<file path="src/rtl/branch_predecoder_if.sv">
// Fetch <-> branch predecoder bundle: the instruction stream in, the redirect request out.
// master = fetch side, slave = predecoder.
interface branch_predecoder_if;
    logic        inst_valid;
    logic [31:0] inst;
    logic [31:0] inst_pc;
    logic        flush_all;
    logic        flush;
    logic        target_valid;
    logic [31:0] target_pc;

    modport master (
        output inst_valid,
        output inst,
        output inst_pc,
        output flush_all,
        input  flush,
        input  target_valid,
        input  target_pc
    );

    modport slave (
        input  inst_valid,
        input  inst,
        input  inst_pc,
        input  flush_all,
        output flush,
        output target_valid,
        output target_pc
    );
endinterface

</file>
<file path="src/rtl/branch_predecoder.sv">
// Static LoongArch32 branch predecoder: redirects fetch on B/BL and backward conditional branches.
// Optional return-address stack enabled by defining BRANCH_PREDECODER_RAS_EN.
module branch_predecoder #(
    parameter int RAS_DEPTH = 8
) (
    input  logic              clk,
    input  logic              resetn,
    branch_predecoder_if.slave bus
);

    localparam logic [5:0] OP_BEQZ = 6'b010000;
    localparam logic [5:0] OP_BNEZ = 6'b010001;
    localparam logic [5:0] OP_JIRL = 6'b010011;
    localparam logic [5:0] OP_B    = 6'b010100;
    localparam logic [5:0] OP_BL   = 6'b010101;
    localparam logic [5:0] OP_BEQ  = 6'b010110;
    localparam logic [5:0] OP_BNE  = 6'b010111;
    localparam logic [5:0] OP_BLT  = 6'b011000;
    localparam logic [5:0] OP_BGE  = 6'b011001;
    localparam logic [5:0] OP_BLTU = 6'b011010;
    localparam logic [5:0] OP_BGEU = 6'b011011;

    if ((RAS_DEPTH < 2) || ((RAS_DEPTH & (RAS_DEPTH - 1)) != 0)) begin : g_bad_depth
        $error("RAS_DEPTH must be a power of two, at least 2");
    end

    typedef enum logic [0:0] {
        IDLE     = 1'b0,
        REDIRECT = 1'b1
    } state_t;

    state_t      state_r;
    logic [31:0] target_pc_r;

    logic [5:0]  opcode_s;
    logic [31:0] off26_s;
    logic [31:0] off21_s;
    logic [31:0] off16_s;
    logic        accept_s;
    logic        taken_s;
    logic        redirect_s;
    logic [31:0] pred_pc_s;

    assign opcode_s = bus.inst[31:26];
    assign off26_s  = {{4{bus.inst[9]}}, bus.inst[9:0], bus.inst[25:10], 2'b00};
    assign off21_s  = {{9{bus.inst[4]}}, bus.inst[4:0], bus.inst[25:10], 2'b00};
    assign off16_s  = {{14{bus.inst[25]}}, bus.inst[25:10], 2'b00};

    // An instruction is only looked at in IDLE and outside a pipeline-wide flush.
    assign accept_s = (state_r == IDLE) && bus.inst_valid && !bus.flush_all;

`ifdef BRANCH_PREDECODER_RAS_EN
    localparam int              PTR_W    = $clog2(RAS_DEPTH);
    localparam logic [PTR_W-1:0] PTR_ONE = PTR_W'(1);
    localparam logic [PTR_W:0]  CNT_ZERO = (PTR_W + 1)'(0);
    localparam logic [PTR_W:0]  CNT_ONE  = (PTR_W + 1)'(1);
    localparam logic [PTR_W:0]  CNT_FULL = (PTR_W + 1)'(RAS_DEPTH);

    logic [31:0]      ras_mem_r [RAS_DEPTH];
    logic [PTR_W-1:0] ras_ptr_r;
    logic [PTR_W:0]   ras_cnt_r;
    logic [31:0]      ras_top_s;
    logic             is_ret_s;
    logic             is_link_s;
    logic             push_s;
    logic             pop_s;

    // ras_ptr_r points at the next free slot, so the newest entry sits just below it.
    assign ras_top_s = ras_mem_r[ras_ptr_r - PTR_ONE];
    assign is_ret_s  = (opcode_s == OP_JIRL) && (bus.inst[4:0] == 5'd0) &&
                       (bus.inst[9:5] == 5'd1) && (bus.inst[25:10] == 16'd0);
    assign is_link_s = (opcode_s == OP_BL) ||
                       ((opcode_s == OP_JIRL) && (bus.inst[4:0] == 5'd1));
    assign push_s    = accept_s && is_link_s;
    assign pop_s     = accept_s && is_ret_s && (ras_cnt_r != CNT_ZERO);
`endif

    // Static prediction and target computation for the presented instruction.
    always_comb begin
        taken_s   = 1'b0;
        pred_pc_s = 32'h0000_0000;
        case (opcode_s)
            OP_B, OP_BL: begin
                taken_s   = 1'b1;
                pred_pc_s = bus.inst_pc + off26_s;
            end
            OP_BEQZ, OP_BNEZ: begin
                taken_s   = bus.inst[4];
                pred_pc_s = bus.inst_pc + off21_s;
            end
            OP_BEQ, OP_BNE, OP_BLT, OP_BGE, OP_BLTU, OP_BGEU: begin
                taken_s   = bus.inst[25];
                pred_pc_s = bus.inst_pc + off16_s;
            end
            OP_JIRL: begin
`ifdef BRANCH_PREDECODER_RAS_EN
                if (is_ret_s && (ras_cnt_r != CNT_ZERO)) begin
                    taken_s   = 1'b1;
                    pred_pc_s = ras_top_s;
                end else begin
                    taken_s   = 1'b0;
                    pred_pc_s = 32'h0000_0000;
                end
`else
                taken_s   = 1'b0;
                pred_pc_s = 32'h0000_0000;
`endif
            end
            default: begin
                taken_s   = 1'b0;
                pred_pc_s = 32'h0000_0000;
            end
        endcase
    end

    assign redirect_s = accept_s && taken_s;

    // Redirect state machine; target_pc is captured on the cycle the branch is accepted.
    always_ff @(posedge clk or negedge resetn) begin
        if (!resetn) begin
            state_r     <= IDLE;
            target_pc_r <= 32'h0000_0000;
        end else if (bus.flush_all) begin
            state_r     <= IDLE;
            target_pc_r <= target_pc_r;
        end else begin
            case (state_r)
                IDLE: begin
                    if (redirect_s) begin
                        state_r     <= REDIRECT;
                        target_pc_r <= pred_pc_s;
                    end else begin
                        state_r     <= IDLE;
                        target_pc_r <= target_pc_r;
                    end
                end
                REDIRECT: begin
                    state_r     <= IDLE;
                    target_pc_r <= target_pc_r;
                end
                default: begin
                    state_r     <= IDLE;
                    target_pc_r <= target_pc_r;
                end
            endcase
        end
    end

`ifdef BRANCH_PREDECODER_RAS_EN
    // Circular stack pointer with a saturating occupancy count; a full push drops the oldest entry.
    always_ff @(posedge clk or negedge resetn) begin
        if (!resetn) begin
            ras_ptr_r <= '0;
            ras_cnt_r <= CNT_ZERO;
        end else if (bus.flush_all) begin
            ras_ptr_r <= ras_ptr_r;
            ras_cnt_r <= CNT_ZERO;
        end else if (push_s) begin
            ras_ptr_r <= ras_ptr_r + PTR_ONE;
            ras_cnt_r <= (ras_cnt_r == CNT_FULL) ? CNT_FULL : (ras_cnt_r + CNT_ONE);
        end else if (pop_s) begin
            ras_ptr_r <= ras_ptr_r - PTR_ONE;
            ras_cnt_r <= ras_cnt_r - CNT_ONE;
        end else begin
            ras_ptr_r <= ras_ptr_r;
            ras_cnt_r <= ras_cnt_r;
        end
    end

    // Return-address storage, written with the link address of the pushing instruction.
    always_ff @(posedge clk) begin
        if (resetn && push_s) begin
            ras_mem_r[ras_ptr_r] <= bus.inst_pc + 32'd4;
        end
    end
`endif

    assign bus.flush        = redirect_s;
    assign bus.target_valid = (state_r == REDIRECT) && !bus.flush_all;
    assign bus.target_pc    = target_pc_r;

endmodule

</file>
<file path="src/flat_wrapper.sv">
// flat-port wrapper written by rule: the top's interface ports become plain ports
module branch_predecoder_flat 
#(
    parameter int RAS_DEPTH = 8
)
  (clk, resetn, bus_inst_valid, bus_inst, bus_inst_pc, bus_flush_all, bus_flush, bus_target_valid, bus_target_pc);
  branch_predecoder_if bus_i ();
  input  logic clk;
  input  logic resetn;
  input wire logic [$bits(bus_i.inst_valid)-1:0] bus_inst_valid;
  input wire logic [$bits(bus_i.inst)-1:0] bus_inst;
  input wire logic [$bits(bus_i.inst_pc)-1:0] bus_inst_pc;
  input wire logic [$bits(bus_i.flush_all)-1:0] bus_flush_all;
  output wire logic [$bits(bus_i.flush)-1:0] bus_flush;
  output wire logic [$bits(bus_i.target_valid)-1:0] bus_target_valid;
  output wire logic [$bits(bus_i.target_pc)-1:0] bus_target_pc;
  assign bus_i.inst_valid = bus_inst_valid;
  assign bus_i.inst = bus_inst;
  assign bus_i.inst_pc = bus_inst_pc;
  assign bus_i.flush_all = bus_flush_all;
  assign bus_flush = bus_i.flush;
  assign bus_target_valid = bus_i.target_valid;
  assign bus_target_pc = bus_i.target_pc;
  branch_predecoder #(.RAS_DEPTH(RAS_DEPTH)) u_core (.clk(clk), .resetn(resetn), .bus(bus_i));
endmodule
</file>
<file path="config.mk">
export PLATFORM = sky130hd
export DESIGN_NAME = branch_predecoder_flat
export DESIGN_NICKNAME = d
export VERILOG_FILES = /design/src/rtl/branch_predecoder_if.sv /design/src/rtl/branch_predecoder.sv /design/src/flat_wrapper.sv
export SDC_FILE = /design/constraint.sdc
export NUM_CORES = 1
export LEC_CHECK = 0
export CAP_MARGIN = 30
export CORE_ASPECT_RATIO = 2
export CORE_MARGIN = 2
export CORE_UTILIZATION = 47
export DETAILED_ROUTE_END_ITERATION = 16
export PLACE_DENSITY = 0.82
export SLEW_MARGIN = 20
export SYNTH_ARGS = -nofsm -noshare
export SYNTH_HDL_FRONTEND = slang
export SYNTH_SLANG_ARGS = --single-unit
</file>
<file path="constraint.sdc">
create_clock -name clk -period 1.9 [get_ports clk]
set_clock_uncertainty 0.05 [all_clocks]
set_input_delay 0.285 -clock clk [delete_from_list [all_inputs] [get_ports clk]]
set_output_delay 0.285 -clock clk [all_outputs]
set_load 0.005 [all_outputs]
</file>
==> impl_metrics.env, run 1 <==
export IMPL_status="did not finish"
export IMPL_stop_stage="global routing (5_1_grt)"
export IMPL_stop_error="[ERROR DPL-0038] Utilization greater than 100%, impossible to legalize"
export IMPL_initial_utilization_pct=48.6
export IMPL_cts_sinks=33
export IMPL_holdBufCountCts=0
export IMPL_syn_area_sq_um=3090
export IMPL_synth_area_leaders="dfrtp_1, ha_1, nand2_1"
export IMPL_rows=41
export IMPL_synth_edf_count=0
export IMPL_placedCellCount=652
export IMPL_ys_warn_count=0
export IMPL_gp_congestion=0.860
export IMPL_synth_cells=369
export IMPL_post_dp_cell_area_sq_um=5180
export IMPL_yosysTopAreaCellShare_pct=26.7
export IMPL_cts_root_buffer="clkbuf_16"
export IMPL_synthFlopType="dfrtp_1"
export IMPL_cts_buffer_depth=2
export IMPL_io_pins=102
export IMPL_async_flop_share_pct=100
export IMPL_synth_top_cell_by_area="dfrtp_1"
export IMPL_place_hpwl_um=8860
export IMPL_cts_max_level=2
export IMPL_seq_area_frac_synth_pct=26.7
export IMPL_synth_distinct_cells=62
export IMPL_die_h_um=119
export IMPL_worstEpCategory="sequential cell input"
export IMPL_worst_endpoint="u_core.bus.target_pc[28]$_DFFE_PN0P_/D"
export IMPL_port_buffers=100
export IMPL_avgSynthCellArea_sq_um=8.38
export IMPL_cts_buffers=5
export IMPL_grt_max_degree=55
export IMPL_ys_ff_latch=33
export IMPL_syn_num_nets=469
export IMPL_die_x_um=61.3
## timing repair
item | in CTS
buffers inserted | 19
endpoints found under the setup margin | 29
resized for setup | 137
pin swaps | 50
## synthesized netlist by cell type, types with 2 or more instances
| cell | count |
|---|---|
| a211oi_1 | 2 |
| a21o_1 | 15 |
| a21oi_1 | 29 |
| a21oi_4 | 2 |
| a221o_1 | 2 |
| and2_1 | 3 |
| and3_1 | 7 |
| clkbuf_1 | 9 |
| clkbuf_2 | 2 |
| dfrtp_1 | 33 |
| ha_1 | 31 |
| inv_1 | 10 |
| mux2_2 | 5 |
| nand2_1 | 56 |
| nand2b_1 | 3 |
| nand3_1 | 9 |
| nand3b_1 | 2 |
| nand4_1 | 9 |
| nor2_1 | 14 |
| nor2b_1 | 5 |
| nor3_1 | 5 |
| o2111ai_1 | 2 |
| o211ai_1 | 4 |
| o21a_1 | 4 |
| o21ai_0 | 36 |
| o21bai_1 | 4 |
| o22ai_1 | 3 |
| o31ai_1 | 7 |
| or3_1 | 2 |
| xnor2_1 | 15 |
| xor2_1 | 8 |
## per-stage QoR
stage	TNS, ns	utilization (%)	worst slack, ns
CTS	-9.44	92.7	-0.667
detailed placement	-28.55	81.5	-1.49
global placement	-26.95	81.5	-1.41
floorplan	-8.18	-	-0.855
## kinds of logic after synthesis
logic type	after synthesis	synth area share (%)
flip-flops	33	26.7
adder cells (fa/ha/maj)	32	13.2
multiplexers	6	2.15
XOR/XNOR	23	6.52
buffers and inverters	23	3.16
AND/OR/NAND/NOR	123	19.2
AO/OA/AOI/OAI	129	29.0
==> inputs of run 2 (changes only) <==
Settings changed: CORE_ASPECT_RATIO 2 to unset, CORE_UTILIZATION 47 to 36, PLACE_DENSITY 0.82 to unset, PLACE_DENSITY_LB_ADDON set to 0.15.
==> impl_metrics.env, run 2 <==
export IMPL_status="finished, violations left"
export IMPL_violations="setup timing"
export IMPL_drt_iter0_markers=76
export IMPL_drive_above_1_share_pct=41.2
export IMPL_antenna_found_initial=0
export IMPL_finalWirelength_um=9930
export IMPL_final_cell_mix="buf_4, clkdlybuf4s50_1, nand2_1"
export IMPL_p_leak_nw=2.55
export IMPL_cts_root_buffer="clkbuf_8"
export IMPL_powerDensity_nw_per_um2=636
export IMPL_synth_distinct_cells=62
export IMPL_yosysTopAreaCellShare_pct=26.7
export IMPL_initial_utilization_pct=37.4
export IMPL_synth_edf_count=0
export IMPL_synthFlopType="dfrtp_1"
export IMPL_cp_end_kind="register"
export IMPL_syn_num_nets=469
export IMPL_hold_path_cell_count=4
export IMPL_antenna_cells=0
export IMPL_grt_max_degree=39
export IMPL_grt_overflow_total=0
export IMPL_placedCellCount=667
export IMPL_port_buffers=100
export IMPL_die_h_um=96.7
export IMPL_ys_warn_count=0
export IMPL_synth_most_common_cell="nand2_1"
export IMPL_max_cap_viol_count=0
export IMPL_clk_latency_ns=0.28
export IMPL_synth_common_cells="nand2_1, o21ai_0, dfrtp_1, ha_1, a21oi_1"
export IMPL_post_drt_wl_per_cell_um=14.5
export IMPL_crit_path_max_fanout=5
export IMPL_rows=33
export IMPL_setup_viol=18
export IMPL_area_growth_pct=88.3
export IMPL_combPwrFrac_pct=58.2
export IMPL_grt_pass1_vias=3717
export IMPL_rsz0062_at_grt="true"
export IMPL_slew_viol_final=0
export IMPL_largest_reg_flops=32
export IMPL_worstPathRequired_ns=2.01
export IMPL_clockPowerShare_pct=13.9
export IMPL_power_mw=3.70
export IMPL_setup_tns_ns=-7.75
export IMPL_ant_nets=0
export IMPL_synth_cells=369
export IMPL_track_usage_pct=21.4
export IMPL_fmax_mhz=387
export IMPL_avgSynthCellArea_sq_um=8.38
export IMPL_cts_buffer_depth=2
export IMPL_cts_tree="built"
export IMPL_cts_clk_slew_worst_paths_ns=0.07
export IMPL_layout_cells_non_filler=683
export IMPL_cts_sinks=33
export IMPL_p_switching_mw=1.27
export IMPL_swShare_pct=34.3
export IMPL_period_needed_ns=2.58
export IMPL_max_slew_margin_rel_pct=72.3
export IMPL_place_hpwl_um=7760
export IMPL_min_period_over_period_pct=136
export IMPL_setup_worst_path_class="in -> reg"
export IMPL_io_pins=102
export IMPL_min_path_type="in -> reg"
export IMPL_setup_slack_ns=-0.684
export IMPL_ys_ff_latch=33
export IMPL_async_flop_share_pct=100
export IMPL_hold_viol_final=0
export IMPL_die_area_sq_um=9340
export IMPL_crit_arrival_ns=2.70
export IMPL_via_count=3522
export IMPL_peakVddDrop_uv=309
export IMPL_dr_pass1_iters=5
export IMPL_layout_nets=677
export IMPL_layout_commonest_cell="buf_4"
export IMPL_fill_cells=673
export IMPL_avgViaCountPerCell=5.16
export IMPL_tightest_slew_ns=0.415
export IMPL_p_int_mw=2.43
export IMPL_seq_area_frac_synth_pct=26.7
export IMPL_die_x_um=96.7
export IMPL_grt_pass1_wl_um=16900
export IMPL_synth_top_cell_by_area="dfrtp_1"
export IMPL_r2r_cells=5
export IMPL_place_ws_ns=-1.48
export IMPL_drc=0
export IMPL_seq_power_share_pct=27.9
export IMPL_cts_max_level=2
export IMPL_cts_buffers=5
export IMPL_start_kind="input pin"
export IMPL_syn_area_sq_um=3090
export IMPL_coreArea_sq_um=8260
export IMPL_synth_area_leaders="dfrtp_1, ha_1, nand2_1"
export IMPL_gp_congestion=0.880
## run 2: cell counts after synthesis
Identical to the previous run, type by type.
## run 2: cell type report
| class | count | area (sq um) | share of cell area, % |
|---|---|---|---|
| clock buffer | 5 | 68.8 | 1.18 |
| clock inverter | 3 | 17.5 | 0.301 |
| inverter | 10 | 37.5 | 0.645 |
| multi-input combinational | 313 | 2850 | 49.0 |
| sequential | 33 | 826 | 14.2 |
| tap | 105 | 131 | 2.26 |
| timing repair buffer | 214 | 1890 | 32.4 |
## run 2: routing by layer
| metal | global-route usage [%] | wire [um] |
|---|---|---|
| met3 | 2.67 | 400 |
| met1 | 27.3 | 4400 |
| met5 | 0 | 0 |
| met2 | 38.6 | 5050 |
| met4 | 4.55 | 83 |
## run 2: power by group through the flow
stage	sequential [mW]	clock [mW]	combinational (mW)
global route	1.06	0.562	2.33
CTS	1.03	0.531	2.10
finish	1.03	0.515	2.15
floorplan	1.04	0	0.836
global placement	1.03	0	1.87
detailed placement	1.04	0	1.90
## run 2: cells by family after synthesis
family                   after synthesis  synth area share, %
AO/OA/AOI/OAI                        129                 29.0
AND/OR/NAND/NOR                      123                 19.2
flip-flops                            33                 26.7
adder cells (fa/ha/maj)               32                 13.2
XOR/XNOR                              23                 6.52
buffers and inverters                 23                 3.16
multiplexers                           6                 2.15
## run 2: through the flow
step                      util (%)  hold slack, ns  area, sq um
final                         70.5           0.250         5820
after global routing          70.5           0.257         5820
after floorplan                  -         -0.0606         3330
after global placement        62.7           0.407         5180
after CTS                     69.6           0.238         5750
after detailed placement      62.7           0.419         5180
## run 2: final timing paths
kind	from	endpoint	slack, ns
setup reg to reg	u_core.state_r	u_core.bus.target_pc[25]	0.23
hold reg to reg	u_core.bus.target_pc[1]	u_core.bus.target_pc[1]	0.43
setup / recovery	bus_inst[27]	u_core.bus.target_pc[28]	-0.68
min in group asynchronous	resetn	u_core.bus.target_pc[10]	0.34
max in group asynchronous	resetn	u_core.bus.target_pc[28]	1.15
hold / removal	bus_inst[10]	u_core.bus.target_pc[2]	0.25
## run 2: worst max-delay path: stages
cell	delay, ns
buf_6	0.10
buf_6	0.10
or3b_1	0.36
a21o_1	0.19
a21oi_4	0.19
a21o_1	0.17
ha_1	0.28
a21oi_1	0.16
o21ai_1	0.11
a221o_1	0.31
a21oi_1	0.17
and3_1	0.19
o31ai_2	0.06
## run 2: repair_timing
action / CTS / global route
hold buffers: 0 / 0
pin swaps: 59 / 33
endpoints found under the setup margin: 33 / 24
buffers inserted: 13 / 1
gates resized for setup: 152 / 26
Power figures use the tool's default switching activity.
==> inputs of run 3 (changes only) <==
Settings changed: REMOVE_ABC_BUFFERS set to 1.
==> impl_metrics.env, run 3 (synthesis gave the netlist of run 2 again) <==
export IMPL_rows=33
export IMPL_holdBufCountCts=0
export IMPL_cts_tree="built"
export IMPL_crit_path_top_delay_cell="or3b_1"
export IMPL_hold_viol_final=0
export IMPL_max_slew_margin_rel_pct=67.3
export IMPL_crit_path_max_fanout=5
export IMPL_layout_cells_non_filler=703
export IMPL_setup_slack_ns=-0.790
export IMPL_cp_end_kind="register"
export IMPL_status="finished, violations left"
export IMPL_cts_root_buffer="clkbuf_8"
export IMPL_tightest_slew_ns=0.485
export IMPL_port_buffers=100
export IMPL_slew_viol_final=0
export IMPL_r2r_end="u_core.bus.target_pc[25]"
export IMPL_crit_arrival_ns=2.82
export IMPL_layout_commonest_cell="buf_4"
export IMPL_avgViaCountPerCell=5.27
export IMPL_dr_pass1_iters=4
export IMPL_crit_path_start="bus_inst[27]"
export IMPL_r2r_start="u_core.state_r"
export IMPL_grt_pass1_wl_um=18400
export IMPL_initial_utilization_pct=37.4
export IMPL_start_kind="input pin"
export IMPL_placedCellCount=667
export IMPL_die_x_um=96.7
export IMPL_finish_instance_area_sq_um=6120
export IMPL_drive_above_1_share_pct=46.2
export IMPL_crit_top_cell="buf_6"
export IMPL_cts_max_level=2
export IMPL_worstPathCellList="buf_6 > buf_6 > or3b_1 > a21o_1 > a21oi_4 > a21o_1 > buf_6 > ha_4 > a21oi_4 > o21ai_2 > a221o_1 > a21oi_2 > and3_4 > o31ai_2"
export IMPL_p_leak_nw=2.67
export IMPL_reg2reg_slack_ns=0.19
export IMPL_cts_clk_slew_worst_paths_ns=0.08
export IMPL_post_drt_wl_per_cell_um=16.2
export IMPL_power_mw=3.92
export IMPL_place_hpwl_um=7880
export IMPL_crit_end="u_core.bus.target_pc[28]"
export IMPL_whs_ns=0.246
export IMPL_min_period_over_period_pct=142
export IMPL_powerDensity_nw_per_um2=640
export IMPL_track_usage_pct=23.5
export IMPL_min_path_type="in -> reg"
export IMPL_setup_worst_path_class="in -> reg"
export IMPL_final_util_pct=74.1
export IMPL_finalWirelength_um=11400
export IMPL_clk_latency_ns=0.29
export IMPL_layout_nets=697
export IMPL_gp_congestion=0.887
export IMPL_grt_overflow_total=0
export IMPL_ant_nets=0
export IMPL_antenna_cells=0
export IMPL_cts_buffers=5
export IMPL_fill_cells=594
export IMPL_grt_max_degree=50
export IMPL_peakVddDrop_uv=279
export IMPL_die_h_um=96.7
export IMPL_coreArea_sq_um=8260
export IMPL_setup_viol=20
export IMPL_grt_pass1_vias=3905
export IMPL_r2r_cells=5
export IMPL_max_cap_viol_count=0
export IMPL_antenna_found_initial=0
export IMPL_drc=0
export IMPL_cts_sinks=33
export IMPL_worstPathRequired_ns=2.03
export IMPL_final_cell_mix="buf_4, clkdlybuf4s50_1, nand2_1"
export IMPL_rsz0062_at_grt="true"
export IMPL_largest_reg_flops=32
export IMPL_drt_iter0_markers=138
export IMPL_via_count=3705
export IMPL_cts_buffer_depth=2
export IMPL_fmax_mhz=372
export IMPL_violations="setup timing"
export IMPL_area_growth_pct=97.9
export IMPL_post_dp_cell_area_sq_um=4970
export IMPL_critPathMaxStageDelay_ns=0.36
export IMPL_die_area_sq_um=9340
export IMPL_io_pins=102
export IMPL_period_needed_ns=2.69
[run 3: cell type report]
| type | instances | area (sq um) | share of cell area, % |
|---|---|---|---|
| multi-input combinational | 313 | 2970 | 48.5 |
| timing repair buffer | 234 | 2070 | 33.8 |
| sequential | 33 | 826 | 13.5 |
| tap | 105 | 131 | 2.15 |
| clock buffer | 6 | 72.6 | 1.19 |
| inverter | 10 | 37.5 | 0.614 |
| clock inverter | 2 | 10.0 | 0.164 |
[run 3: how the worst min path moves through the flow]
| stage | from | end | cells past startpoint |
|---|---|---|---|
| after floorplan | resetn | u_core.bus.target_pc[0] | 0 |
| after global routing | bus_inst_pc[2] | u_core.bus.target_pc[2] | 4 |
| final | bus_inst_pc[2] | u_core.bus.target_pc[2] | 4 |
| after global placement | u_core.bus.target_pc[0] | u_core.bus.target_pc[0] | 2 |
| after CTS | bus_inst_pc[2] | u_core.bus.target_pc[2] | 4 |
| after detailed placement | u_core.bus.target_pc[2] | u_core.bus.target_pc[2] | 2 |
[run 3: what timing repair did]
| action | CTS | global route |
|---|---|---|
| resized for setup | 222 | 54 |
| gates cloned | 0 | 0 |
| endpoints found under the hold margin | 0 | 0 |
| pin swaps | 80 | 57 |
| setup endpoints to repair | 33 | 23 |
| buffers inserted | 21 | 12 |
[run 3: critical path, delay by kind of cell]
kind                     cells  cell delay, ns
AND/OR/NAND/NOR              2            0.57
adder cells (fa/ha/maj)      1            0.21
AO/OA/AOI/OAI                8            1.43
buffers and inverters        3            0.31
[run 3: power by group]
group	switching [mW]	internal (mW)
Combinational	0.973	1.38
Clock	0.288	0.255
Sequential	0.117	0.907
[run 3: through the flow]
stage	worst slack, ns	TNS, ns
after floorplan	-1.08	-22.66
after global placement	-1.54	-30.56
after detailed placement	-1.65	-32.63
after CTS	-0.783	-9.33
after global routing	-0.858	-11.28
final	-0.790	-9.42
[run 3: layer usage]
metal	share of wire, %	track usage (%)
met1	42	30.1
met2	52	42.0
met3	4.0	2.38
met4	1.7	6.07
met5	0	0
